`config.mk`:
```
export PLATFORM = sky130hd
export DESIGN_NAME = uart_rx_cmd_ctrl
export DESIGN_NICKNAME = d
export VERILOG_FILES = /design/src/rtl/uart_rx_cmd_ctrl.sv
export SDC_FILE = /design/constraint.sdc
export NUM_CORES = 1
export LEC_CHECK = 0
export ABC_AREA = 1
export ABC_CLOCK_PERIOD_IN_PS = 2700
export CORE_ASPECT_RATIO = 1.75
export CORE_MARGIN = 4
export CORE_UTILIZATION = 35
export DETAILED_ROUTE_END_ITERATION = 16
export GPL_TIMING_DRIVEN = 0
export PLACE_DENSITY = 0.49
export SETUP_SLACK_MARGIN = 0.3
export SYNTH_ARGS = -nofsm -noshare
export SYNTH_HDL_FRONTEND = slang
export SYNTH_SLANG_ARGS = --single-unit
```
`constraint.sdc`:
```
create_clock -name Clk -period 2.7 [get_ports Clk]
set_clock_uncertainty 0.2 [all_clocks]
set_input_delay 0.54 -clock Clk [delete_from_list [all_inputs] [get_ports Clk]]
set_output_delay 0.54 -clock Clk [all_outputs]
set_load 0.05 [all_outputs]
```
`src/rtl/uart_rx_cmd_ctrl.sv`:
```
// uart_rx_cmd_ctrl: parses 5-byte command frames from the UART receiver
// into host register writes; flags bad checksums and inter-byte stalls.
module uart_rx_cmd_ctrl #(
  parameter logic [7:0] HEADER      = 8'h55,
  parameter int         TIMEOUT_CYC = 50000,
  parameter int         CNT_W       = 16
) (
  input  logic        Clk,
  input  logic        Rst_n,
  input  logic        Rx_Done,
  input  logic [7:0]  Rx_Data,
  output logic        m_wr,
  output logic [7:0]  m_addr,
  output logic [15:0] m_wrdata,
  output logic        Frame_Err
);

  typedef enum logic [2:0] {
    IDLE,
    ADDR,
    DATH,
    DATL,
    CHK
  } state_t;

  localparam logic [CNT_W-1:0] TO_LAST =
    CNT_W'(TIMEOUT_CYC - 1);

  state_t            state_q, state_d;
  logic [CNT_W-1:0]  cnt_q, cnt_d;
  logic [7:0]        addr_q, addr_d;
  logic [7:0]        dh_q, dh_d;
  logic [7:0]        dl_q, dl_d;
  logic [7:0]        sum_q, sum_d;
  logic              wr_q, wr_d;
  logic [7:0]        maddr_q, maddr_d;
  logic [15:0]       mdata_q, mdata_d;
  logic              err_q, err_d;
  logic              timeout;

  // Frame parser, stall timer and registered host outputs.
  always_comb begin
    state_d = state_q;
    cnt_d   = cnt_q + CNT_W'(1);
    addr_d  = addr_q;
    dh_d    = dh_q;
    dl_d    = dl_q;
    sum_d   = sum_q;
    wr_d    = 1'b0;
    err_d   = 1'b0;
    maddr_d = maddr_q;
    mdata_d = mdata_q;

    if (Rx_Done || state_q == IDLE) begin
      cnt_d = '0;
    end

    timeout = (state_q != IDLE) && !Rx_Done &&
              (cnt_q == TO_LAST);

    case (state_q)
      IDLE: begin
        if (Rx_Done && Rx_Data == HEADER) begin
          state_d = ADDR;
        end
      end
      ADDR: begin
        if (Rx_Done) begin
          addr_d  = Rx_Data;
          sum_d   = Rx_Data;
          state_d = DATH;
        end
      end
      DATH: begin
        if (Rx_Done) begin
          dh_d    = Rx_Data;
          sum_d   = sum_q + Rx_Data;
          state_d = DATL;
        end
      end
      DATL: begin
        if (Rx_Done) begin
          dl_d    = Rx_Data;
          sum_d   = sum_q + Rx_Data;
          state_d = CHK;
        end
      end
      CHK: begin
        if (Rx_Done) begin
          state_d = IDLE;
          if (Rx_Data == sum_q) begin
            wr_d    = 1'b1;
            maddr_d = addr_q;
            mdata_d = {dh_q, dl_q};
          end else begin
            err_d = 1'b1;
          end
        end
      end
      default: state_d = IDLE;
    endcase

    if (timeout) begin
      state_d = IDLE;
      err_d   = 1'b1;
      cnt_d   = '0;
    end
  end

  // State and datapath registers.
  always_ff @(posedge Clk or negedge Rst_n) begin
    if (!Rst_n) begin
      state_q <= IDLE;
      cnt_q   <= '0;
      addr_q  <= '0;
      dh_q    <= '0;
      dl_q    <= '0;
      sum_q   <= '0;
      wr_q    <= 1'b0;
      maddr_q <= '0;
      mdata_q <= '0;
      err_q   <= 1'b0;
    end else begin
      state_q <= state_d;
      cnt_q   <= cnt_d;
      addr_q  <= addr_d;
      dh_q    <= dh_d;
      dl_q    <= dl_d;
      sum_q   <= sum_d;
      wr_q    <= wr_d;
      maddr_q <= maddr_d;
      mdata_q <= mdata_d;
      err_q   <= err_d;
    end
  end

  assign m_wr      = wr_q;
  assign m_addr    = maddr_q;
  assign m_wrdata  = mdata_q;
  assign Frame_Err = err_q;

endmodule
```
Word-level counts from Yosys, hierarchy flattened
Cells that the tools add are included.

Register bits after elaboration: 77. Bits in latches: 0. RAM bits: 0. Memory bits (read-only): 0. Input port bits: 11. Output and inout port bits: 26. Logic and storage cells: 60. Memories kept: 0.

$add $sub $neg: 2. Multipliers: 0. Divide/modulo/power cells: 0. $lt $le $gt $ge: 0. Equality and inequality tests: 14. Shifts and indexed selects: 0. Muxes and demuxes: 19. Bitwise gates (word level): 0. Reductions and logical operators: 15.

Operator list (count): 16-bit two-way mux (2); 3-bit two-way mux (6); 16-bit by 1-bit adder with 16-bit output (second input constant) (1); 16-bit equality test (second input constant) (1); 8-bit two-way mux (2); 8-bit one-hot mux with 2 select lines (1); 3-bit one-hot mux with 5 select lines (1); 3-bit inequality test (second input constant) (4); 8-bit adder (1); 8-bit by 7-bit equality test with 1-bit output (second input constant) (1); 8-bit equality test (1); 1-bit two-way mux (7); 3-bit by 2-bit equality test with 1-bit output (second input constant) (2); 2-bit AND reduction (3); 3-bit AND reduction (2); 5-bit AND reduction (1); 3-bit by 1-bit equality test with 1-bit output (second input constant) (1); 3-bit equality test (second input constant) (1); 1-bit logical AND (3); 3-bit zero test (1); 3-bit by 2-bit inequality test with 1-bit output (second input constant) (1); 3-bit nonzero test (1); 2-bit by 1-bit inequality test with 1-bit output (second input constant) (1); 2-bit inequality test (second input constant) (1); 4 further kinds (4).

Longest topological paths before layout
Gate-level depths: netlist (run 1).

Word-level depth: 5. Gate-level depth with buffers: 12. Mapped depth without buffers: 12.

Worst setup path after synthesis (run 1)
OpenSTA, ideal clock, no wires.

Path kind: input to register. From: in Rx_Data[3]. To: reg maddr_q[3] (netlist: m_addr[3]). Arrival: 1826 ps. Required time: 2381 ps. Slack: 555 ps. Stages: 8. Cell sequence: ha_1 > inv_2 > nand2_1 > nor4_4 > nand3_4 > buf_6 > nand2_1 > nand2_1.

Longest elaborated chain between the ends: 2.

RTL lines: start, declared (line 11) `input logic [7:0] Rx_Data,`; 8-bit equality test (line 91) `if (Rx_Data == sum_q) begin`; 3-bit AND reduction (no line); end signal, assigned (line 131) `maddr_q <= maddr_d;`; end, declared (line 36) `logic [7:0] maddr_q, maddr_d;`.

No other way between the ends. A chain may end at the register's enable or synchronous reset.

Worst setup path after layout (run 1)
From: in Rx_Data[2]. To: reg mdata_q[5] (netlist: m_wrdata[5]).

Longest elaborated chain between the ends: 2.

RTL lines: 8-bit equality test (line 91); 3-bit AND reduction (no line); end signal, assigned (line 132) `mdata_q <= mdata_d;`; end, declared (line 37) `logic [15:0] mdata_q, mdata_d;`.

No other way between the ends.

==> impl_metrics.tcl, run 1 <==
set metrics [dict create \
    die_h_um 145 \
    fmax_mhz 440 \
    hold_path_class "reg -> reg" \
    worst_slew_margin_rel_pct 64.3 \
    syn_area_um2 3750 \
    cts_tree "built" \
    via_per_inst 4.95 \
    clockPowerShare_pct 28.3 \
    fin_util_pct 44.5 \
    detail-route-antenna-nets 0 \
    leakage_nw 2.30 \
    vias 3219 \
    worstSetupEndpointType "flip-flop" \
    required_ns 2.78 \
    cts_buffer_depth 2 \
    timing.final.max_slew_violations 0 \
    rsz0062_at_grt "false" \
    seqPwrFrac_pct 40.5 \
    synth_cell_type_count 26 \
    areaGrowthSynthToFinish_pct 23.0 \
    tightest_slew_ns 0.536 \
    cts_buffers 9 \
    dieArea_um2 12500 \
    grt_max_degree 42 \
    pwr-share-comb_pct 31.2 \
    hold_ws_ns 0.257 \
    grt_overflow 0 \
    synthArstFlopShare_pct 100 \
    synth_cells 468 \
    hold_viol 0 \
    cp_data_arrival_time_ns 2.35 \
    place_congestion 0.839 \
    pin_count 37 \
    dpl.cell_count 632 \
    max_cap_violations 0 \
    start_util_pct 36.2 \
    rows 49 \
    cts-root-buf "clkbuf_16" \
    path_clk_slew_ns 0.06 \
    critical_path.most_common_cell "nand2_1" \
    ys.flop_type "dfrtp_1" \
    cpMaxStageDelayCell "clkdlybuf4s50_1" \
    drt_first_pass_iters 6 \
    setup_violations 0 \
    diodes 0 \
    outcome "finished clean" \
    cellPowerDensity_nw_per_um2 842 \
    worstSkewPairLatency_ns 0.34 \
    htree_num_levels 3 \
    antenna_found_initial 0 \
    drc 0 \
    ys_seq_area_share_pct 51.4 \
    synth_area_per_cell_um2 8.01 \
    die_w_um 86.2 \
    layout.cells.non_filler 650 \
    wl_um 9570 \
    fillers 1058 \
    path_max_fanout 10 \
    syn_nets 488 \
    drtIter0Drc 135 \
    layout-drive-gt1-share_pct 6.88 \
    avgRoutedWirePerCell_um 14.7 \
    swShare_pct 37.3 \
    final_nets 539 \
    first_global_vias 3261 \
    synth_edf_count 0 \
    core_area_um2 10400 \
    power_w 0.00388 \
    critPathKind "in -> reg" \
    timing.final.crit_share_pct 84.2 \
    grt_first_pass_wirelength_um 16100 \
    ys_seq_elements 77 \
    cp_cell_sequence "clkdlybuf4s50_1 > ha_1 > inv_2 > nand2_1 > nor4_4 > buf_4 > buf_2 > nand4_1 > nand2_1" \
    place_hpwl_um 7010 \
    peakVddDrop_mv 0.415 \
    power_switching_w 0.00145 \
    yosys_warnings 0 \
    port_buffers 36 \
    grt_usage_pct 16.3 \
    clock-sinks 77 \
    start_kind "primary input" \
    p_int_w 0.00244 \
    period_needed_ns 2.27 \
    slowest_delay_ns 0.50 \
]
## per-stage QoR
step / worst slack (ns) / setup TNS, ns / area, um2
after floorplan: 0.555 / 0 / 3750
after global placement: -1.99 / -160.94 / 4270
after detailed placement: -0.341 / -7.47 / 4290
after CTS: 0.320 / 0 / 4590
after global routing: 0.303 / 0 / 4610
final: 0.427 / 0 / 4610
## sequential cells by signal (all words and copies together), names as in the netlist
| name | count |
|---|---|
| dh_q | 8 |
| sum_q | 8 |
| cnt_q | 16 |
| Frame_Err | 1 |
| m_wrdata | 16 |
| dl_q | 8 |
| m_wr | 1 |
| addr_q | 8 |
| m_addr | 8 |
| state_q | 3 |
## critical path, delay by kind of cell
family	cells	cell delay, ns
adders and majority gates	1	0.36
buffers and inverters	4	0.98
and+or+nand+nor	4	0.45
## synthesized netlist by cell type, types with 2 or more instances
library cell	instances	share of area, %
nor2_1	39	3.9
inv_1	45	4.5
nor2_2	2	0.33
ha_1	8	2.7
nor3_1	4	0.53
nand3_1	29	3.9
buf_2	3	0.40
clkbuf_1	8	0.80
inv_2	4	0.40
nand4_1	26	4.3
xor2_1	4	0.93
o21ai_0	32	4.3
buf_6	2	0.60
dfrtp_1	77	51
a21oi_1	18	2.4
nand2_1	157	16
## placed cells by master, fill, tap and decap left out, drive strengths merged
| master | netlist | final |
|---|---|---|
| nand2 | 157 | 157 |
| dfrtp | 77 | 77 |
| inv | 49 | 50 |
| nor2 | 41 | 41 |
| o21ai | 32 | 32 |
| clkdlybuf4s50 | 0 | 32 |
| nand3 | 30 | 30 |
| nand4 | 26 | 26 |
| a21oi | 18 | 18 |
| clkbuf | 8 | 18 |
| ha | 8 | 8 |
| buf | 5 | 8 |
| nor3 | 5 | 5 |
| clkinv | 1 | 5 |
| xor2 | 4 | 4 |
| dlymetal6s2s | 0 | 3 |
| o21bai | 1 | 1 |
| a31oi | 1 | 1 |
| xnor2 | 1 | 1 |
| nor4 | 1 | 1 |
| o21a | 1 | 1 |
| o211ai | 1 | 1 |
| fa | 1 | 1 |
| clkinvlp | 0 | 1 |
| dlygate4sd3 | 0 | 1 |
## final cells by class
cell class,count,area (um2),share of cell area (%)
multi-input cells,328,1590,34.5
flip-flops and latches,77,1930,41.8
well taps,127,159,3.45
clock buffers,9,225,4.88
clock inverters,6,40.0,0.868
plain buffers,13,70.1,1.52
repair buffers,40,410,8.90
inverters,50,188,4.07
## metal layers
layer  global-route usage [%]  up-vias  wire [um]
met5                        0        -          0
met4                     6.79        0        184
met3                     2.72       15        225
met2                     28.5       43       5050
met1                     19.5     1549       4110
li1                         -     1612          -
## what timing repair did
| item | in CTS | in global routing |
|---|---|---|
| endpoints found under the hold margin | 22 | 0 |
| gates cloned | 0 | 0 |
| buffers inserted | 2 | 0 |
| gates resized for setup | 1 | 6 |
| setup endpoints to repair | 25 | 24 |
| pin swaps | 1 | 0 |
| hold buffers | 1 | 0 |
## cells by family (layout without fill, tap and decap cells)
| group | after synthesis | after routing | share of synthesized area [%] |
|---|---|---|---|
| and+or+nand+nor | 260 | 260 | 30.0 |
| buffers and inverters | 63 | 118 | 6.81 |
| xor gates and xnor gates | 5 | 5 | 1.17 |
| AOI/OAI and AO/OA | 54 | 54 | 7.44 |
| DFF | 77 | 77 | 51.4 |
| adders and majority gates | 9 | 9 | 3.20 |
## final timing paths
path	start	depth (start not counted)	end	slack, ns
max in group asynchronous	Rst_n	3	dh_q[7]	1.18
max reg2reg	sum_q[0]	8	m_wrdata[5]	0.72
max	Rx_Data[2]	9	m_wrdata[5]	0.43
min	cnt_q[0]	1	cnt_q[0]	0.26
min in group asynchronous	Rst_n	2	cnt_q[9]	0.52
min reg2reg	cnt_q[0]	1	cnt_q[0]	0.26
## power by group through the flow
stage	Combinational [W]	Clock, W	Sequential [W]
2_1_floorplan	0.000872	0	0.00156
3_3_place_gp	0.00117	0	0.00157
3_5_place_dp	0.00120	0	0.00158
4_1_cts	0.00121	0.00113	0.00157
5_1_grt	0.00141	0.00118	0.00160
6_report	0.00121	0.00110	0.00157
Power figures use the tool's default switching activity.
==> run 2: changes to the inputs <==
Settings changed: ABC_CLOCK_PERIOD_IN_PS 2700 to 2000, PLACE_DENSITY 0.49 to 0.51.
Clock period 2.7 ns to 2 ns, I/O delays scaled along.
==> run 2 against run 1 <==
Compared with the run above: final area grew 10%; global-route usage shrank 0.19 points; power grew 50%; register-to-register slack lost 0.59 ns; via count grew 3.1%; largest power group unchanged; worst hold slack lost 0.032 ns; sequential cell count is the same; clock power grew 45%.
==> impl_metrics.tcl, run 2 (same netlist as run 1, synthesis figures left out) <==
set metrics [dict create \
    die_w_um 86.2 \
    cts_buffers 9 \
    period_needed_ns 1.87 \
    required_ns 2.01 \
    cp_cell_sequence "ha_4 > inv_4 > nand2_4 > nor4_4 > buf_6 > buf_4 > buf_6 > buf_6 > nand2_2 > nand2_1 > nand2_1" \
    cellPowerDensity_nw_per_um2 1150 \
    detail-route-antenna-nets 0 \
    dpl.cell_count 632 \
    path_max_fanout 5 \
    path_clk_slew_ns 0.06 \
    grt_max_degree 62 \
    max_cap_violations 0 \
    pin_count 37 \
    rows 49 \
    layout.cells.non_filler 674 \
    drt_first_pass_iters 5 \
    cts-root-buf "clkbuf_16" \
    wl_um 9640 \
    worst_slack_ns 0.125 \
    cts_tree "built" \
    diodes 0 \
    p_int_w 0.00370 \
    antenna_found_initial 0 \
    cp_data_arrival_time_ns 1.89 \
    rsz0062_at_grt "true" \
    tightest_slew_ns 0.389 \
    outcome "finished clean" \
    worstSkewPairLatency_ns 0.34 \
    power_w 0.00583 \
    cpMaxStageDelayCell "dfrtp_1" \
    layout-drive-gt1-share_pct 28.7 \
    htree_num_levels 3 \
    hold_viol 0 \
    worstSetupEndpointType "flip-flop" \
    drc 0 \
    seqPwrFrac_pct 37.3 \
    clockPowerShare_pct 27.4 \
    layout_common_cells "nand2_1, dfrtp_1, inv_1" \
    slowest_delay_ns 0.40 \
    cts_buffer_depth 2 \
    timing.final.crit_share_pct 93.7 \
    post-place-ws_ns -0.887 \
    grt_usage_pct 16.2 \
    drtIter0Drc 143 \
    hold_path_class "in -> reg" \
    seqCellArea_um2 1930 \
    fmax_mhz 533 \
    avgRoutedWirePerCell_um 14.3 \
    final_nets 562 \
    timing.final.max_slew_violations 0 \
    areaGrowthSynthToFinish_pct 35.6 \
    multiInputGateArea_um2 1850 \
    leakage_nw 2.50 \
    place_hpwl_um 6730 \
    clock-sinks 77 \
    core_area_um2 10400 \
    grt_first_pass_wirelength_um 16000 \
    die_h_um 145 \
    critPathKind "reg -> reg" \
    layout_commonest_cell "nand2_1" \
    vias 3319 \
    dieArea_um2 12500 \
    swShare_pct 36.6 \
    pwr-share-comb_pct 35.3 \
    start_kind "flip-flop" \
    port_buffers 36 \
    fillers 1013 \
    place_congestion 0.809 \
    critical_path.most_common_cell "buf_6" \
    setup_violations 0 \
    first_global_vias 3356 \
    grt_overflow 0 \
    worst_slew_margin_rel_pct 74.0 \
    via_per_inst 4.92 \
    start_util_pct 36.2 \
    peakVddDrop_mv 0.672 \
    power_switching_w 0.00213 \
]
[run 2: cell count changes in the layout (fill, tap and decap cells not counted), moves of 8 or more]
cell             previous run  this run
buf_2                       2        14
buf_4                       3        18
buf_6                       2        11
clkbuf_2                    0         8
clkdlybuf4s15_2             0        13
clkdlybuf4s50_1            32         1
nand2_1                   157       130
nand2_2                     0        24
[run 2: path summary, 6_finish.rpt]
kind	startpoint	to	slack [ns]	cells after the start
max in group asynchronous	Rst_n	m_wr	0.73	3
setup reg to reg	sum_q[3]	Frame_Err	0.13	11
min in group asynchronous	Rst_n	cnt_q[8]	0.28	2
hold / removal	Rx_Data[4]	sum_q[4]	0.23	3
setup / recovery	sum_q[3]	Frame_Err	0.13	11
hold reg to reg	m_wrdata[14]	m_wrdata[14]	0.27	2
[run 2: final cells by class]
class	instances	area share, %
tap	127	3.12
inverter	50	4.16
buffer	13	1.60
clock buffer	12	5.24
multi-input combinational	328	36.4
clock inverter	4	0.566
sequential	77	38.0
timing repair buffer	63	10.9
[run 2: worst max-delay path, delay by kind of cell (launching register included)]
kind / cells / cell delay, ns
fa+ha+maj: 1 / 0.24
buf+inv: 5 / 0.51
flops: 1 / 0.40
simple gates: 5 / 0.39
[run 2: per-stage QoR]
| stage | hold slack, ns | util, % | area [um2] | TNS [ns] |
|---|---|---|---|---|
| 3_5_place_dp | 0.102 | 42.0 | 4350 | -28.39 |
| 6_report | 0.225 | 49.1 | 5080 | 0 |
| 2_1_floorplan | -0.0956 | - | 3810 | 0 |
| 4_1_cts | 0.277 | 47.4 | 4910 | 0 |
| 3_3_place_gp | 0.246 | 41.8 | 4330 | -219.28 |
| 5_1_grt | 0.259 | 49.1 | 5080 | 0 |
[run 2: repair_timing]
| action | CTS | global route |
|---|---|---|
| pin swaps | 7 | 18 |
| setup buffers | 9 | 13 |
| endpoints found under the hold margin | 16 | 0 |
| cloned | 2 | 1 |
| hold buffers | 1 | 0 |
| resized for setup | 137 | 78 |
| endpoints found under the setup margin | 95 | 78 |
[run 2: power by group through the flow]
stage                     Clock [W]  Sequential, W  Combinational [W]
after global routing        0.00171        0.00221            0.00232
after CTS                   0.00165        0.00216            0.00180
after global placement            0        0.00216            0.00163
final                       0.00160        0.00218            0.00206
after detailed placement          0        0.00216            0.00166
after floorplan                   0        0.00212            0.00123
[run 2: routing by layer]
metal / share of wire (%) / wire length (um) / GRT usage (%) / up-vias
met4: 2.5 / 238 / 6.63 / 0
met5: 0 / 0 / 0 / -
li1: - / - / - / 1668
met1: 42 / 4060 / 18.7 / 1579
met2: 52 / 5030 / 28.4 / 55
met3: 3.3 / 316 / 3.35 / 17
